==> src/rtl/uart_rx_os.sv <==
// uart_rx_os: oversampled UART receiver.
// Synchronises the pad-side rx line, detects a start edge, samples each bit
// at its middle using a per-frame latched bit period, checks parity and stop
// bits, flags breaks, and hands finished words over with valid/ready.
module uart_rx_os #(
    parameter int unsigned MAX_WIDTH     = 16,
    parameter int unsigned DATA_WIDTH    = 8,
    parameter int unsigned PARITY_MODE   = 0,
    parameter int unsigned NUM_STOP_BITS = 1,
    parameter int unsigned SYNC_STAGES   = 2
) (
    input  logic                  clk_i,
    input  logic                  rst_ni,
    input  logic [MAX_WIDTH-1:0]  clks_per_bit_i,
    input  logic                  rx_i,
    output logic [DATA_WIDTH-1:0] rx_data_o,
    output logic                  rx_valid_o,
    input  logic                  rx_ready_i,
    output logic                  parity_err_o,
    output logic                  frame_err_o,
    output logic                  break_o,
    output logic                  overrun_o,
    output logic                  busy_o
);

    localparam int unsigned BIT_CNT_W = $clog2(DATA_WIDTH + 3);
    localparam logic [MAX_WIDTH-1:0] N_MIN = MAX_WIDTH'(4);

    typedef enum logic [2:0] {
        S_IDLE,
        S_START,
        S_DATA,
        S_PARITY,
        S_STOP
    } state_e;

    // ------------------------------------------------------------------
    // Line synchroniser and edge detector
    // ------------------------------------------------------------------
    logic [SYNC_STAGES-1:0] sync_q;
    logic                   rxs;
    logic                   rxs_q;
    logic                   fall;

    assign rxs  = sync_q[SYNC_STAGES-1];
    assign fall = rxs_q & ~rxs;

    // Shift the raw line through the synchroniser; idle-high reset keeps a
    // released reset from looking like a start edge.
    // NOTE: sequential blocks use non-blocking assignments so every flop
    // samples the pre-edge value of its neighbours, regardless of ordering.
    always_ff @(posedge clk_i or negedge rst_ni) begin
        if (!rst_ni) begin
            sync_q <= '1;
            rxs_q  <= 1'b1;
        end else begin
            sync_q <= {sync_q[SYNC_STAGES-2:0], rx_i};
            rxs_q  <= rxs;
        end
    end

    // ------------------------------------------------------------------
    // Frame state
    // ------------------------------------------------------------------
    state_e                  state_q, state_d;
    logic [MAX_WIDTH-1:0]    n_q, n_d;
    logic [MAX_WIDTH-1:0]    baud_q, baud_d;
    logic [BIT_CNT_W-1:0]    bit_q, bit_d;
    logic [DATA_WIDTH-1:0]   shift_q, shift_d;
    logic                    par_q, par_d;
    logic                    serr_q, serr_d;
    logic                    stop0_q, stop0_d;

    logic [MAX_WIDTH-1:0]    n_in;
    logic                    tick;
    logic                    frame_done;
    logic                    new_perr;
    logic                    new_ferr;
    logic                    new_brk;
    logic                    first_stop_zero;

    // Bit periods below 4 cannot place a mid-bit sample sensibly.
    assign n_in = (clks_per_bit_i < N_MIN) ? N_MIN : clks_per_bit_i;

    // The baud counter equals (cycles since t0) mod N, so matching half the
    // period lands every sample in the middle of its bit.
    assign tick = (state_q != S_IDLE) && (baud_q == (n_q >> 1));

    // Frame-level state, counters and sample accumulators.
    // NOTE: the datapath registers are few and narrow, so they are reset
    // along with the control state; nothing here behaves like a memory.
    always_ff @(posedge clk_i or negedge rst_ni) begin
        if (!rst_ni) begin
            state_q <= S_IDLE;
            n_q     <= N_MIN;
            baud_q  <= '0;
            bit_q   <= '0;
            shift_q <= '0;
            par_q   <= 1'b0;
            serr_q  <= 1'b0;
            stop0_q <= 1'b0;
        end else begin
            state_q <= state_d;
            n_q     <= n_d;
            baud_q  <= baud_d;
            bit_q   <= bit_d;
            shift_q <= shift_d;
            par_q   <= par_d;
            serr_q  <= serr_d;
            stop0_q <= stop0_d;
        end
    end

    // Next-state logic: start detection, mid-bit sampling and bit counting.
    // NOTE: every signal written here gets a default first, so no path can
    // leave one unassigned and infer a latch.
    always_comb begin
        state_d    = state_q;
        n_d        = n_q;
        bit_d      = bit_q;
        shift_d    = shift_q;
        par_d      = par_q;
        serr_d     = serr_q;
        stop0_d    = stop0_q;
        frame_done = 1'b0;

        case (state_q)
            S_IDLE: begin
                if (fall) begin
                    state_d = S_START;
                    n_d     = n_in;
                    bit_d   = '0;
                    par_d   = 1'b0;
                    serr_d  = 1'b0;
                    stop0_d = 1'b0;
                end
            end
            S_START: begin
                if (tick) begin
                    // A high line at mid start bit was only a glitch.
                    state_d = rxs ? S_IDLE : S_DATA;
                    bit_d   = '0;
                end
            end
            S_DATA: begin
                if (tick) begin
                    shift_d = {rxs, shift_q[DATA_WIDTH-1:1]};
                    if (bit_q == BIT_CNT_W'(DATA_WIDTH - 1)) begin
                        bit_d   = '0;
                        state_d = (PARITY_MODE != 0) ? S_PARITY : S_STOP;
                    end else begin
                        bit_d = bit_q + BIT_CNT_W'(1);
                    end
                end
            end
            S_PARITY: begin
                if (tick) begin
                    par_d   = rxs;
                    bit_d   = '0;
                    state_d = S_STOP;
                end
            end
            S_STOP: begin
                if (tick) begin
                    if (!rxs) begin
                        serr_d = 1'b1;
                    end
                    if (bit_q == '0) begin
                        stop0_d = ~rxs;
                    end
                    if (bit_q == BIT_CNT_W'(NUM_STOP_BITS - 1)) begin
                        state_d    = S_IDLE;
                        frame_done = 1'b1;
                    end else begin
                        bit_d = bit_q + BIT_CNT_W'(1);
                    end
                end
            end
            default: begin
                state_d = S_IDLE;
            end
        endcase
    end

    // Baud counter: parked at 0 in IDLE, starts from the edge cycle and wraps
    // at N-1 while a frame is in progress.
    always_comb begin
        baud_d = '0;
        if (state_q == S_IDLE) begin
            baud_d = fall ? MAX_WIDTH'(1) : '0;
        end else if (state_d == S_IDLE) begin
            baud_d = '0;
        end else if (baud_q == (n_q - MAX_WIDTH'(1))) begin
            baud_d = '0;
        end else begin
            baud_d = baud_q + MAX_WIDTH'(1);
        end
    end

    // ------------------------------------------------------------------
    // Result evaluation (valid only in the final stop-sample cycle)
    // ------------------------------------------------------------------
    assign first_stop_zero = (bit_q == '0) ? ~rxs : stop0_q;
    assign new_ferr        = serr_q | ~rxs;

    // Parity and break flags for the frame being completed.
    always_comb begin
        new_perr = 1'b0;
        new_brk  = (shift_q == '0) && first_stop_zero;
        if (PARITY_MODE == 1) begin
            new_perr = (^shift_q) ^ par_q;
            new_brk  = new_brk && !par_q;
        end else if (PARITY_MODE == 2) begin
            new_perr = ~((^shift_q) ^ par_q);
            new_brk  = new_brk && !par_q;
        end
    end

    // ------------------------------------------------------------------
    // Output holding register and handshake
    // ------------------------------------------------------------------
    logic [DATA_WIDTH-1:0] data_q, data_d;
    logic                  valid_q, valid_d;
    logic                  perr_q, perr_d;
    logic                  ferr_q, ferr_d;
    logic                  brk_q, brk_d;
    logic                  ovr_q, ovr_d;
    logic                  accept;

    assign accept = valid_q & rx_ready_i;

    // Commit a finished frame if the slot is free or being emptied this
    // cycle; otherwise drop it and flag the overrun.
    always_comb begin
        data_d  = data_q;
        perr_d  = perr_q;
        ferr_d  = ferr_q;
        brk_d   = brk_q;
        valid_d = valid_q & ~accept;
        ovr_d   = 1'b0;
        if (frame_done) begin
            if (!valid_q || accept) begin
                data_d  = shift_q;
                perr_d  = new_perr;
                ferr_d  = new_ferr;
                brk_d   = new_brk;
                valid_d = 1'b1;
            end else begin
                ovr_d = 1'b1;
            end
        end
    end

    // Output register bank.
    always_ff @(posedge clk_i or negedge rst_ni) begin
        if (!rst_ni) begin
            data_q  <= '0;
            valid_q <= 1'b0;
            perr_q  <= 1'b0;
            ferr_q  <= 1'b0;
            brk_q   <= 1'b0;
            ovr_q   <= 1'b0;
        end else begin
            data_q  <= data_d;
            valid_q <= valid_d;
            perr_q  <= perr_d;
            ferr_q  <= ferr_d;
            brk_q   <= brk_d;
            ovr_q   <= ovr_d;
        end
    end

    assign rx_data_o    = data_q;
    assign rx_valid_o   = valid_q;
    assign parity_err_o = perr_q;
    assign frame_err_o  = ferr_q;
    assign break_o      = brk_q;
    assign overrun_o    = ovr_q;
    assign busy_o       = (state_q != S_IDLE);

endmodule

==> config.mk <==
export PLATFORM = sky130hd
export DESIGN_NAME = uart_rx_os
export DESIGN_NICKNAME = d
export VERILOG_FILES = /design/src/rtl/uart_rx_os.sv
export SDC_FILE = /design/constraint.sdc
export NUM_CORES = 1
export LEC_CHECK = 0
export BUFFER_PORTS_ARGS = -buffer_cell sky130_fd_sc_hd__buf_2
export CELL_PAD_IN_SITES_DETAIL_PLACEMENT = 1
export CELL_PAD_IN_SITES_GLOBAL_PLACEMENT = 2
export CORE_MARGIN = 1
export CORE_UTILIZATION = 40
export CTS_BUF_LIST = sky130_fd_sc_hd__clkbuf_16
export DETAILED_ROUTE_END_ITERATION = 10
export PLACE_DENSITY_LB_ADDON = 0.1
export SLEW_MARGIN = 10
export SYNTH_ARGS = -nofsm -noshare
export SYNTH_HDL_FRONTEND = slang
export SYNTH_SLANG_ARGS = --single-unit
==> constraint.sdc <==
create_clock -name clk_i -period 7.4 [get_ports clk_i]
set_input_delay 1.48 -clock clk_i [delete_from_list [all_inputs] [get_ports clk_i]]
set_output_delay 1.48 -clock clk_i [all_outputs]
set_load 0.01 [all_outputs]
---- After elaboration in Yosys (flattened, before gate mapping) ----
Index checks and enable logic that the tools add are counted.
storage, ports and cells
  output and inout port bits .............. 14
  bits in registers ....................... 64
operators by class
  reduce and logical (&&, ||, !) cells .... 18
  add/sub/neg operators ................... 3
  multiplexer cells ....................... 35
  bitwise logic cells ..................... 6
  magnitude comparators ................... 1
  equal/unequal tests ..................... 13
operators by type and width
  kind                   number
  $mux 16                4
  $mux 4                 6
  $mux 3                 7
  $add 16x1->16 const B  1
  $eq 16x15->1           1
  $eq 16x16->1           1
  $lt 16x3->1 const B    1
  $pmux 4 s4             1
  $sub 16x1->16 const B  1
  $pmux 3 s5             1
  $mux 1                 13
  $ne 2x2->1 const B     5
  $logic_not 8->1        1
  $eq 3x2->1 const B     2
  $logic_not 3->1        2
  $reduce_and 2->1       3
  $reduce_and 6->1       1
  $add 4x1->4 const B    1
  $eq 4x3->1 const B     1
  $logic_not 4->1        1
  $pmux 1 s2             2
  $reduce_and 4->1       1
  $reduce_bool 4->1      1
  $and 1x1->1            3
  other kinds (13)       15

---- Logic depth before layout (Yosys ltp) ----
  word-level depth ........................ 7
  depth in mapped cells ................... 10
  depth with buffers taken out ............ 9

---- Least setup slack after synthesis ----
Ideal clock, no wire load.
  path type ............................... register -> register
  start point ............................. reg n_q[1]
  end point ............................... reg baud_q[11]
  setup slack ............................. 4460 ps
  cell stages (with the launch flop) ...... 10
  buffers on the path ..................... 2
  library setup time ...................... 119 ps
  arrival ................................. 2821 ps
  clock period less this slack ............ 2940 ps
  cells stage by stage .................... dfrtp_1 or3_1 clkbuf_2 or4_1 a2111o_1 or4_1 nor4_2 a311o_2 buf_6 nor2_1
on the way
  cells in the longest elaborated chain, start to end .. 7
RTL lines
  element                                                line  text
  start, declared                                        66    logic [MAX_WIDTH-1:0] n_q, n_d;
  start signal, assigned                                 104   n_q <= n_d;
  branches (longest 5 deep; another with $sub 16x1->16)  -
  $mux 16 (*)                                            191   end else if (state_d == S_IDLE) begin
  $mux 16 (*)                                            189   if (state_q == S_IDLE) begin
  via baud_d[11]                                         67    logic [MAX_WIDTH-1:0] baud_q, baud_d;
  end signal, assigned                                   105   baud_q <= baud_d;
  end, declared                                          67
Mark *: on every way through the listed nets, which the timed path passes.
A chain may end at the register's enable or synchronous reset.

---- Worst setup path after layout ----
  start point ............................. reg n_q[1]
  end point ............................... reg baud_q[0]
The elaborated chain is that of the path after synthesis.

==> impl_results.md <==
* Synth async-reset ratio at between 90% and 100%
* Largest family of logic cells by synthesized area: simple AND/OR/NAND/NOR gates
* Clock Latency Late Sink at around 0.33 ns
* Routed vias/inst at between 5 and 6
* Final Net Count at between 400 and 500
* IO Port Bufs at 32
* Most area-hungry cell type in the Yosys netlist: dfrtp_1
* YS warnings at 0
* Num rows at 33
* Req. time, crit path at ~7.6 ns
* Post-Syn Area at between 3000 and 4000 um^2
* CTS tree: yes
* Post_cts resized at 0
* Compound-Gate Fraction of Synth Area at 6.55%
* Final Non-Filler Cells at 498
* Final WS setup at about 4.2 ns
* Routed length per placed instance at approximately 16 um
* Slew HR at between 40% and 50%
* Top_reg_cell synth: dfrtp_1
* Hold Startpoint: sync_q[0]
* Largest delay contributor family on the critical path: simple AND/OR/NAND/NOR gates
* CP Buf/Inv Count at 0
* Initial antenna violation count at 0
* Reg-to-reg slack, setup at 4.18 ns
* Final Critical Period at ~3.2 ns
* Mux share of post-synthesis cell area at under 10%
* Detailed placer's ending HPWL at 5.66 mm
* Layout Skew at 0.00662 ns
* DRC at 0
* Area share of and/or/nand/nor cells after synthesis at between 20% and 30%
* Tcrit/Tclk final at 43.6%
* Worst path slowest cell: or4_1
* Largest net degree at the start of global routing at 64
* Crit start category: flop
* Worst-Margin Slew at ~0.8 ns
* Synth top area share at 43.2%
* Leak pwr at roughly 1.8 nW
* Area share of fa/ha/maj cells after synthesis at 1.46%
* Clk pin slew, worst setup/hold paths at 0.06 ns
* Post-CTS Setup Inserts at 0
* Clock Sinks at 63
* Cts hold-fix bufs at 0
* Hold Fails Final Rpt at 0
* Final WL at 7.84 mm
* Area after DPL at between 3000 and 4000 um^2
* Setup crit end kind: flop
* PD cells at between 300 and 400 nW/um^2
* Number of global-route vias before repair at approximately 2,600
* Global-route wire length before repair at ~13 mm
* Grt total ovfl at 0
* Setup tns final at 0 ns
* Die width at around 94 um
* Worst R2R Path Depth at 7
* Die Area at approximately 8900 um^2
* Most frequent CP cell: or4_1
* Fraction of layout cells with a size suffix above 1 at between 10% and 20%
* Netlist cell types at between 40 and 50
* Pre-CTS setup slack at about 4.2 ns
* Sequential fraction of the synthesis area at a little under half
* Design area at 3910 um^2
* All-Layer GR Usage at around 20%
* Syn avg cell area at 9.40 um^2
* CP max stage delay at 0.55 ns
* Worst path cell trace: or3_1 > or4_1 > a2111o_1 > or4_1 > nor4_2 > a311o_2 > o21ai_0
* Syn_nets at 388
* Critical path class: reg2reg
* Initial Utilization at between 40% and 50%
* Core footprint at about 8300 um^2
* Placed insts at 482
* Worst min path class: reg2reg
* DRT antenna net count at 0
* Max Transition Viols Final at 0
* Clock Path Buffers at 2
* Worst R2R End: baud_q[0]
* DRT iter0 DRCs at 76
* N_diodes at 0
* # Max-Cap Violations at 0
* Inserted Clock Buffers at 9
* WHS Path Cells at 0
* R2R Path Start: n_q[1]
* Levels on crit path at 7
* Synthesis-to-finish area growth at 14.4%
* Worst IR drop on VDD at approximately 0.00013 V
* Area contributors post-synth: dfrtp_1 43%, xor2_1 7.9%, nand2_1 6.5%
* First-pass detailed-route iteration total at 5
* Root Buffer: clkbuf_16
* Outcome: completed
* #FFs+latches synth at 63
* I/O pins at 34
* Hold path endpoint: sync_q[1]
* Post-Synth XOR/XNOR Area at between 10 and 15%
* Gpl congestion at slightly below 0.8
* Post-synth EDFFs at 0
* CP Max Fanout at 16
* Die height at ~94 um
* Vias at approximately 2,600
* Unrepaired setup endpoints after global routing: no
* Finish-stage setup viols at 0
* H-tree levels at 3
* Mapped Cells at 364
* Critical path arrival at 3.41 ns
* Peak Freq at between 0.3 and 0.4 GHz
-- per-layer routing --
metal | routed length, um | vias to the layer above | GRT usage [%]
met2 | 3470 | 37 | 29.1
met4 | 103 | 0 | 7.20
li1 | - | 1280 | -
met3 | 193 | 9 | 3.14
met5 | 0 | - | 0
met1 | 4070 | 1262 | 28.8
-- where the power goes --
group	internal, mW	total (mW)	switching [mW]
Sequential	0.403	0.519	0.115
Combinational	0.143	0.303	0.160
Clock	0.229	0.394	0.165
Total	0.775	1.22	0.441
-- worst max-delay path by stage --
stage | from | to | slack, ns
global route | n_q[1] | baud_q[0] | 4.04
CTS | n_q[1] | baud_q[0] | 4.18
finish | n_q[1] | baud_q[0] | 4.18
global placement | n_q[1] | baud_q[0] | 4.29
detailed placement | n_q[1] | baud_q[0] | 4.21
floorplan | n_q[1] | baud_q[11] | 4.46
-- placed cells by master, fill, tap and decap left out, types with 2 or more instances in the layout --
cell type   instances
a31oi_1             3
xnor2_1            19
nand3_1             9
nor4_1             10
and2_1              4
nand2b_1            6
dfstp_2             4
nand2_1            59
and4b_1             2
nor2_1             34
ha_1                4
or3_1               5
nand4_1             6
xor2_1             31
dfrtp_1            59
and3_1              2
inv_1               8
nor3_1             11
clkinvlp_4          3
inv_6               3
o21ai_0            15
nor3b_1             2
or2_2               2
mux2_2             17
buf_4               2
nor2b_1             5
o31ai_1             3
or4_1               6
buf_2              32
clkbuf_16           9
-- cell usage after synthesis (all sizes together), types with 3 or more instances --
master	number
ha	4
nand2b	6
buf	4
or4	6
dfstp	4
dfrtp	59
o21ai	15
nor3	11
and2	4
xnor2	19
nand2	59
or3	5
inv	8
nor2	34
nor2b	5
a31oi	3
xor2	31
mux2	17
nand4	6
o31ai	3
nor4	11
nand3	9
clkbuf	17
-- kinds of logic (layout without fill, tap and decap cells) --
logic type	Yosys count	count (layout)
flops	63	63
simple gates	166	166
fa+ha+maj	4	4
mux	17	17
compound gates	34	34
xor+xnor	50	50
buf+inv	29	58
other cells	1	1
-- through the flow --
step                      power (mW)  util [%]  hold WS, ns
after global placement         0.820      44.0        0.348
after detailed placement       0.826      44.0        0.353
after floorplan                0.738         -        0.345
final                           1.22      47.4        0.360
after global routing            1.30      47.4        0.362
after CTS                       1.23      47.4        0.361
-- worst register-to-register path: cells and delay by family (launching register included) --
kind | cells | cell delay (ns)
and+or+nand+nor | 4 | 1.71
AOI/OAI and AO/OA | 3 | 0.95
DFF | 1 | 0.41
-- layout make-up --
type	count	area, um^2
fillers	984	4340
multi-input cells	272	1720
flip-flops and latches	63	1580
clock buffers	9	225
repair buffers	34	175
well taps	105	131
clock inverters	7	53.8
inverters	8	30.0
-- sequential cells by signal, summed over array words and instances (netlist names) --
name	flops
baud_q	16
n_q	16
rx_data_o	8
shift_q	8
bit_q	4
state_q	3
sync_q	2
break_o	1
frame_err_o	1
overrun_o	1
rx_valid_o	1
rxs_q	1
serr_q	1
(Power assumes the default switching activity.)
